### config.mk
export PLATFORM = sky130hd
export DESIGN_NAME = st_width_upsizer
export DESIGN_NICKNAME = d
export VERILOG_FILES = /design/src/rtl/st_pkg.sv /design/src/rtl/st_out_reg.sv /design/src/rtl/st_width_upsizer.sv
export SDC_FILE = /design/constraint.sdc
export NUM_CORES = 1
export LEC_CHECK = 0
export CORE_ASPECT_RATIO = 0.9
export CORE_MARGIN = 8
export CORE_UTILIZATION = 30
export DETAILED_ROUTE_END_ITERATION = 8
export HOLD_SLACK_MARGIN = 0.15
export PLACE_DENSITY = 0.52
export SKIP_LAST_GASP = 1
export SYNTH_ARGS = -nofsm -noshare
export SYNTH_HDL_FRONTEND = slang
export SYNTH_SLANG_ARGS = --single-unit
### constraint.sdc
create_clock -name clk -period 6.85 [get_ports clk]
set_clock_uncertainty 0.2 [all_clocks]
set_input_delay 1.0275 -clock clk [delete_from_list [all_inputs] [get_ports clk]]
set_output_delay 1.0275 -clock clk [all_outputs]
set_load 0.05 [all_outputs]
### src/rtl/st_pkg.sv
// Shared types and helpers for the Avalon-ST width converters.
package st_pkg;

  typedef enum logic {
    IDLE,
    PKT
  } st_state_e;

  localparam int SAT_W = 16;

  // Lane 0 is the most-significant lane of the wide word.
  function automatic int lane_lsb(input int out_w, input int in_w, input int idx);
    return out_w - (idx + 1) * in_w;
  endfunction

  function automatic int fill_empty(input int ratio, input int in_syms, input int idx);
    return (ratio - 1 - idx) * in_syms;
  endfunction

  function automatic logic [SAT_W-1:0] sat_inc(input logic [SAT_W-1:0] v);
    return (v == '1) ? v : v + 1'b1;
  endfunction

endpackage

### src/rtl/st_out_reg.sv
// Single-slot registered Avalon-ST source stage; holds data stable until out_ready.
module st_out_reg #(
  parameter int W       = 32,
  parameter int EMPTY_W = 2
) (
  input  logic               clk,
  input  logic               rst,
  input  logic               load,
  input  logic [W-1:0]       d_data,
  input  logic               d_sop,
  input  logic               d_eop,
  input  logic [EMPTY_W-1:0] d_empty,
  output logic               free,
  output logic [W-1:0]       out_data,
  output logic               out_valid,
  input  logic               out_ready,
  output logic               out_sop,
  output logic               out_eop,
  output logic [EMPTY_W-1:0] out_empty
);

  // The caller only loads when free, so a load never overwrites a pending beat.
  assign free = !out_valid || out_ready;

  always_ff @(posedge clk or posedge rst) begin
    if (rst) begin
      out_valid <= 1'b0;
      out_data  <= '0;
      out_sop   <= 1'b0;
      out_eop   <= 1'b0;
      out_empty <= '0;
    end else if (load) begin
      out_valid <= 1'b1;
      out_data  <= d_data;
      out_sop   <= d_sop;
      out_eop   <= d_eop;
      out_empty <= d_empty;
    end else if (out_ready) begin
      out_valid <= 1'b0;
    end
  end

endmodule

### src/rtl/st_width_upsizer.sv
// Avalon-ST width upsizer: packs RATIO narrow beats into one wide beat, MS lane first.
// Optional ST_UPSIZE_PKTLEN_EN adds a pkt_len port with the last packet's narrow-beat count.
module st_width_upsizer
  import st_pkg::*;
#(
  parameter int SYM_W       = 8,
  parameter int IN_SYMS     = 2,
  parameter int RATIO       = 2,
  parameter int IN_EMPTY_W  = 1,
  parameter int OUT_EMPTY_W = 2,
  localparam int IN_W       = SYM_W * IN_SYMS,
  localparam int OUT_W      = IN_W * RATIO
) (
  input  logic                   clk,
  input  logic                   rst,
  input  logic [IN_W-1:0]        in_data,
  input  logic                   in_valid,
  output logic                   in_ready,
  input  logic                   in_sop,
  input  logic                   in_eop,
  input  logic [IN_EMPTY_W-1:0]  in_empty,
  output logic [OUT_W-1:0]       out_data,
  output logic                   out_valid,
  input  logic                   out_ready,
  output logic                   out_sop,
  output logic                   out_eop,
  output logic [OUT_EMPTY_W-1:0] out_empty,
  output logic [15:0]            drop_cnt
`ifdef ST_UPSIZE_PKTLEN_EN
  , output logic [15:0]          pkt_len
`endif
);

  // state | meaning
  // IDLE  | outside a packet; sop beat opens at lane 0, other beats are dropped
  // PKT   | inside a packet; beats fill consecutive lanes until RATIO or eop

  localparam int IDX_W = $clog2(RATIO);

  st_state_e               state_q, state_d;
  logic [IDX_W-1:0]        idx_q;
  logic [IN_W-1:0]         acc_q [RATIO-1];
  logic                    sop_pend_q;
  logic [SAT_W-1:0]        drop_cnt_q;
  logic                    closing, xfer, free;
  logic                    accept, load, drop, wide_sop;
  logic [OUT_W-1:0]        wide;
  logic [OUT_EMPTY_W-1:0]  wide_empty;

  assign closing  = (idx_q == IDX_W'(RATIO - 1)) || in_eop;
  assign in_ready = free || !closing;
  assign xfer     = in_valid && in_ready;
  assign drop_cnt = drop_cnt_q;

  always_comb begin
    state_d  = state_q;
    accept   = 1'b0;
    load     = 1'b0;
    drop     = 1'b0;
    wide_sop = sop_pend_q;
    case (state_q)
      IDLE: begin
        wide_sop = 1'b1;
        if (xfer) begin
          if (in_sop) begin
            accept = 1'b1;
            load   = in_eop;
            if (!in_eop) state_d = PKT;
          end else begin
            drop = 1'b1;
          end
        end
      end
      PKT: begin
        if (xfer) begin
          accept = 1'b1;
          load   = closing;
          if (in_eop) state_d = IDLE;
        end
      end
      default: state_d = IDLE;
    endcase
  end

  // Lanes past the current index are left zero.
  always_comb begin
    wide = '0;
    for (int i = 0; i < RATIO - 1; i++) begin
      if (i < int'(idx_q)) wide[lane_lsb(OUT_W, IN_W, i) +: IN_W] = acc_q[i];
    end
    wide[lane_lsb(OUT_W, IN_W, int'(idx_q)) +: IN_W] = in_data;
  end

  assign wide_empty = OUT_EMPTY_W'(fill_empty(RATIO, IN_SYMS, int'(idx_q))
                                   + (in_eop ? int'(in_empty) : 0));

  always_ff @(posedge clk or posedge rst) begin
    if (rst) begin
      state_q    <= IDLE;
      idx_q      <= '0;
      sop_pend_q <= 1'b0;
      drop_cnt_q <= '0;
      for (int i = 0; i < RATIO - 1; i++) acc_q[i] <= '0;
    end else begin
      state_q <= state_d;
      if (drop) drop_cnt_q <= sat_inc(drop_cnt_q);
      if (accept) begin
        if (load) begin
          idx_q      <= '0;
          sop_pend_q <= 1'b0;
        end else begin
          idx_q <= idx_q + 1'b1;
          if (state_q == IDLE) sop_pend_q <= 1'b1;
          for (int i = 0; i < RATIO - 1; i++) begin
            if (int'(idx_q) == i) acc_q[i] <= in_data;
          end
        end
      end
    end
  end

`ifdef ST_UPSIZE_PKTLEN_EN
  logic [SAT_W-1:0] len_cnt_q, len_next, pkt_len_q;

  assign len_next = (state_q == IDLE) ? SAT_W'(1) : sat_inc(len_cnt_q);
  assign pkt_len  = pkt_len_q;

  always_ff @(posedge clk or posedge rst) begin
    if (rst) begin
      len_cnt_q <= '0;
      pkt_len_q <= '0;
    end else if (accept) begin
      len_cnt_q <= len_next;
      if (load && in_eop) pkt_len_q <= len_next;
    end
  end
`endif

  st_out_reg #(
    .W       (OUT_W),
    .EMPTY_W (OUT_EMPTY_W)
  ) u_out_reg (
    .clk       (clk),
    .rst       (rst),
    .load      (load),
    .d_data    (wide),
    .d_sop     (wide_sop),
    .d_eop     (in_eop),
    .d_empty   (wide_empty),
    .free      (free),
    .out_data  (out_data),
    .out_valid (out_valid),
    .out_ready (out_ready),
    .out_sop   (out_sop),
    .out_eop   (out_eop),
    .out_empty (out_empty)
  );

endmodule

==> out/metrics.cfg, run 1 <==
[synth]
synth.area.top_cells = dfrtp_1 (57%), nand2_1 (6.8%), mux2_2 (5.7%)
yosysWarnings = 0
seq_area_frac_synth_pct = 57.4
syn_avg_cell_area_sq_um = 11.1
async_flop_share_pct = 100
synth_edf_count = 0
ys_ff_latch = 72
synth_largest_area_cell = dfrtp_1
synth.top_cell.area_share_pct = 57.4
synthCells = 283
syn_nets = 307
synth_ff_type = dfrtp_1
synth.distinct_cells = 44
synth.cell_area_sq_um = 3140

[placement]
dp_cells = 475
preCtsSetupSlack_ns = 2.84
gp_congestion = 0.757
port_buffers = 76
dp_hpwl_microns = 4940

[sta]
grt_setup_unrepaired = no
finalCritPeriodShare_pct = 58.4
final_max_slew_viol_count = 0
hold_viol = 0
timing.fmax_ghz = 0.250
setup_viol = 0
period_needed_ns = 4.00
worst_pin_slew_ns = 0.935
timing.slew.headroom_pct = 37.7
setup_ws_ns = 2.85
tns_ns = 0

[grt]
grt_overflow = 0
track_usage_pct = 11.5
met1_usage_pct = 15.3
grt.busiest_layer = met2
antenna_found_initial = 0
grt_start_max_net_pins = 73
grt_pass1_wl_microns = 12800
gr-usage-met3_pct = 4.13
met2_usage_pct = 16.8
grt_pass1_vias = 2449

[floorplan]
ios = 77
core_sq_um = 10200
die_area_sq_um = 14000
rows = 35
initial_utilization_pct = 30.7
die_w_microns = 124
fp.dieH_microns = 113

[layout]
layoutNonFillerInstCount = 491
nets = 381
antenna_cells = 0
area_growth_pct = 39.7
num-fill-cells = 999
layout-drive-gt1-share_pct = 13.0

[clock_tree]
insertion_delay_ns = 0.32
cts_setup_buffers = 0
cts_tree = built
post_cts_resized = 0
clockBufferDepth = 2
cts-root-buf = clkbuf_16
clkTransAtPathRegs_ns = 0.05
cts_hold_buf = 0
cts_made_buffers = 9
numClockSinks = 72
htreeDepth = 3

[route]
drc_errors = 0
drt_pass1_iterations = 4
routed_wirelength_microns = 7470
post_drt_wl_per_cell_microns = 15.2
drt-initial-drc-count = 86
drtAntennaViolNets = 0
post_drt_via_cell_ratio = 4.79
vias = 2350

[worst_hold_path]
hold_path_depth = 2
min_path_type = reg2reg

[setup_path]
required_ns = 5.62
r2r_cells = 4
crit_chain = clkdlybuf4s50_1, nand2b_1, or2_2, clkdlybuf4s50_1
critPathMaxFanout = 8
critPathMostFrequentCell = clkdlybuf4s50_1
max_stage_delay_ns = 0.79
crit_arrival_ns = 2.77
cp-end-kind = output pin
startpoint_type = input pin
path_class = in2out
crit_slowest_cell = clkdlybuf4s50_1

[pwr]
pwr_density_cell_nw_per_um2 = 429
power.leakage_nw = 1.87
irDropWorstVdd_mv = 0.181

[status]
status = completed

[job]
cap_violations = 0

per-layer routing:
| metal | wire length [microns] | vias to the layer above | part of all wire (%) |
|---|---|---|---|
| li1 | - | 1148 | - |
| met3 | 507 | 7 | 6.8 |
| met4 | 72 | 0 | 0.96 |
| met1 | 3580 | 1145 | 48 |
| met2 | 3310 | 50 | 44 |
| met5 | 0 | - | 0 |
cell usage in the layout, fill, tap and decap left out, drive strengths merged, types with 3 or more instances in the layout:
cell | Yosys | layout
xor2 | 10 | 10
o21ai | 35 | 35
clkbuf | 11 | 11
a21oi | 5 | 5
mux2i | 16 | 16
nand3 | 5 | 5
and4 | 3 | 3
nand4 | 6 | 6
nor3 | 3 | 3
nor2 | 5 | 5
dfrtp | 72 | 72
bufinv | 0 | 3
clkdlybuf4s50 | 0 | 76
nand2 | 57 | 57
nor4 | 6 | 6
mux2 | 17 | 17
registers in the layout, summed over array words and instances (netlist names):
register and count:
acc_q 16, drop_cnt 16, idx_q 1, sop_pend_q 1, state_q 1, u_out_reg.out_data 32
u_out_reg.out_empty 2, u_out_reg.out_eop 1, u_out_reg.out_sop 1, u_out_reg.out_valid 1
kinds of logic after synthesis:
group | count (synthesis) | synth area share [%]
DFF | 72 | 57.4
AOI/OAI and AO/OA | 52 | 9.85
buffers and inverters | 17 | 2.11
muxes | 33 | 11.3
and+or+nand+nor | 96 | 15.5
adders and majority gates | 1 | 0.399
xor gates and xnor gates | 12 | 3.35
report_power, final:
| part | internal, mW | switching (mW) | total, mW |
|---|---|---|---|
| clock network | 0.375 | 0.174 | 0.549 |
| registers | 0.549 | 0.101 | 0.650 |
| logic | 0.247 | 0.433 | 0.680 |
cells in the mapped netlist, types with 3 or more instances:
cell      count
clkbuf_1     11
xor2_1       10
nand2_1      57
nand3_1       4
mux2_2       16
dfrtp_1      72
nor4_1        5
a21oi_1       5
and4_1        3
nor2_1        3
nor3_1        3
nand4_1       5
o21ai_0      28
mux2i_1      16
o21ai_1       6
worst max-delay path, delay by kind of cell:
kind | cells | cell delay, ns
simple gates | 2 | 0.50
buf+inv | 2 | 1.24
final timing paths:
| kind | startpoint | endpoint | slack, ns |
|---|---|---|---|
| min in group asynchronous | rst | u_out_reg.out_data[27] | 1.11 |
| worst min register to register | u_out_reg.out_data[13] | u_out_reg.out_data[13] | 0.28 |
| max in group asynchronous | rst | idx_q | 4.69 |
| worst max-delay path | out_ready | in_ready | 2.85 |
| worst max register to register | idx_q | u_out_reg.out_data[29] | 4.31 |
| worst min-delay path | u_out_reg.out_data[13] | u_out_reg.out_data[13] | 0.28 |
cell type report:
type	instances	area, sq um	share of cell area [%]
clock buffers	11	253	5.77
clock inverters	5	103	2.34
inverters	2	7.51	0.171
multi-input cells	194	1280	29.2
flip-flops and latches	72	1800	41.1
well taps	129	161	3.68
repair buffers	78	776	17.7
through the flow:
stage	power [mW]	cell area [sq um]	hold WS [ns]	utilization, %
floorplan	1.10	3140	0.264	-
global placement	1.34	4030	0.263	39.5
detailed placement	1.35	4030	0.272	39.5
CTS	1.91	4380	0.285	43.0
global route	1.98	4380	0.315	43.0
finish	1.88	4380	0.279	43.0
(Power assumes the default switching activity.)
==> run 2: changes to the inputs <==
==> constraint.sdc (replaced) <==
create_clock -name clk -period 4.1 [get_ports clk]
set_clock_uncertainty 0.2 [all_clocks]
set_input_delay 0.615 -clock clk [delete_from_list [all_inputs] [get_ports clk]]
set_output_delay 0.615 -clock clk [all_outputs]
set_load 0.05 [all_outputs]
==> run 2 against run 1 <==
Effect of this change:
- register-to-register slack worse by 2.4 ns
- power up 63%
- combinational power up 72%
- via count down 0.64%
- worst hold slack worse by 0.0038 ns
- critical endpoint unchanged
- clock-buffer cell count down 2
- global-route usage down 0.15 points
- routed wire length down 0.23%
- final area down 0.43%
==> out/metrics.cfg, run 2 (synthesis results as in run 1) <==
[setup_path]
path_class = in2out
crit_arrival_ns = 2.35  ; -0.42 ns
required_ns = 3.28  ; -2.34 ns
max_stage_delay_ns = 0.79  ; about the same
cp-end-kind = output pin
critPathMaxFanout = 8  ; unchanged
crit_slowest_cell = clkdlybuf4s50_1
critPathMostFrequentCell = clkdlybuf4s50_1
startpoint_type = input pin
crit_chain = clkdlybuf4s50_1, nor2_4, or2_2, clkdlybuf4s50_1

[clock_tree]
insertion_delay_ns = 0.33  ; about the same
cts_tree = built
numClockSinks = 72  ; unchanged
cts_made_buffers = 9  ; unchanged
cts_hold_buf = 0  ; unchanged
cts_setup_buffers = 0  ; unchanged
clkTransAtPathRegs_ns = 0.06  ; about the same
htreeDepth = 3  ; unchanged
cts-root-buf = clkbuf_16
clockBufferDepth = 2  ; unchanged
post_cts_resized = 0  ; unchanged

[grt]
antenna_found_initial = 0  ; unchanged
grt_start_max_net_pins = 68  ; -6.8%
track_usage_pct = 11.3  ; -0.15 points
grt_pass1_wl_microns = 12600  ; -2.0%
grt_pass1_vias = 2460  ; +0.45%
grt_overflow = 0  ; unchanged

[route]
drtAntennaViolNets = 0  ; unchanged
drc_errors = 0  ; unchanged
post_drt_via_cell_ratio = 4.74  ; -1.0%
post_drt_wl_per_cell_microns = 15.1  ; -0.63%
vias = 2335  ; -0.64%
drt-initial-drc-count = 107  ; +24%
routed_wirelength_microns = 7450  ; -0.23%
drt_pass1_iterations = 4  ; unchanged

[sta]
finalCritPeriodShare_pct = 77.2
tns_ns = 0  ; unchanged
grt_setup_unrepaired = no
timing.slew.headroom_pct = 54.6  ; +17 points
period_needed_ns = 3.16
setup_viol = 0  ; unchanged
final_max_slew_viol_count = 0  ; unchanged
hold_viol = 0  ; unchanged
timing.fmax_ghz = 0.316
hold-worst-slack_ns = 0.275  ; -0.00378 ns
worst_pin_slew_ns = 0.680  ; -0.255 ns

[placement]
dp_hpwl_microns = 4990  ; +0.94%
port_buffers = 76  ; unchanged
gp_congestion = 0.766  ; +1.3%

[pwr]
power.leakage_nw = 1.87  ; -0.14%
irDropWorstVdd_mv = 0.297  ; +64%
pwr_density_cell_nw_per_um2 = 700  ; +63%

[floorplan]
die_w_microns = 124  ; unchanged
initial_utilization_pct = 30.7  ; unchanged
die_area_sq_um = 14000  ; unchanged
fp.dieH_microns = 113  ; unchanged
rows = 35  ; unchanged
core_sq_um = 10200  ; unchanged
ios = 77  ; unchanged

[layout]
final_common_cell = clkdlybuf4s50_1
seqCellArea_sq_um = 1800  ; unchanged
nets = 383  ; +0.52%
final_cell_mix = clkdlybuf4s50_1 (76), dfrtp_1 (71), nand2_1 (57)
antenna_cells = 0  ; unchanged
top_register = u_out_reg.out_data
num-fill-cells = 995  ; -0.40%
multi_input_area_sq_um = 1280  ; unchanged
area_growth_pct = 39.1
largest_register_ff_count = 32  ; unchanged
layout-drive-gt1-share_pct = 13.5  ; +0.48 points

[job]
cap_violations = 0  ; unchanged

[status]
status = completed

[worst_hold_path]
min_path_type = reg2reg

-- run 2: critical path, delay by kind of cell --
kind	cells	cell delay [ns]
buffers and inverters	2	1.31
and+or+nand+nor	2	0.42
-- run 2: cell type report --
| cell class | count | share of cell area (%) |
|---|---|---|
| clock buffers | 9 | 5.16 |
| clock inverters | 7 | 2.21 |
| repair buffers | 80 | 18.1 |
| flip-flops and latches | 72 | 41.3 |
| well taps | 129 | 3.70 |
| multi-input cells | 194 | 29.3 |
| inverters | 2 | 0.172 |
-- run 2: path summary, 6_finish.rpt --
check	from	endpoint	depth (start not counted)	slack, ns
worst max-delay path	in_eop	in_ready	4	0.94
worst min-delay path	u_out_reg.out_data[0]	u_out_reg.out_data[0]	2	0.27
worst max register to register	idx_q	u_out_reg.out_data[9]	5	1.88
worst min register to register	u_out_reg.out_data[0]	u_out_reg.out_data[0]	2	0.27
max in group asynchronous	rst	idx_q	3	2.31
min in group asynchronous	rst	u_out_reg.out_data[25]	2	0.51
-- run 2: power by group --
part	total, mW	switching (mW)	internal [mW]
logic	1.17	0.758	0.415
clock network	0.831	0.298	0.533
registers	1.05	0.136	0.917
total	3.06	1.19	1.87
-- run 2: metrics by stage --
step / cell area (sq um) / total power [mW] / util, % / setup WS, ns / cells
2_1_floorplan: 3140 / 1.84 / - / 1.46 / 283
3_3_place_gp: 4040 / 2.24 / 39.6 / 0.955 / 477
4_1_cts: 4360 / 3.11 / 42.8 / 0.930 / 493
5_1_grt: 4360 / 3.22 / 42.8 / 0.872 / 493
6_report: 4360 / 3.06 / 42.8 / 0.936 / 493
3_5_place_dp: 4040 / 2.26 / 39.6 / 0.929 / 477
-- run 2: layer usage --
| layer | track usage [%] | vias up | routed length (microns) |
|---|---|---|---|
| li1 | - | 1142 | - |
| met1 | 14.7 | 1126 | 3530 |
| met2 | 16.4 | 58 | 3250 |
| met3 | 3.73 | 9 | 587 |
| met4 | 5.53 | 0 | 85 |
| met5 | 0 | - | 0 |
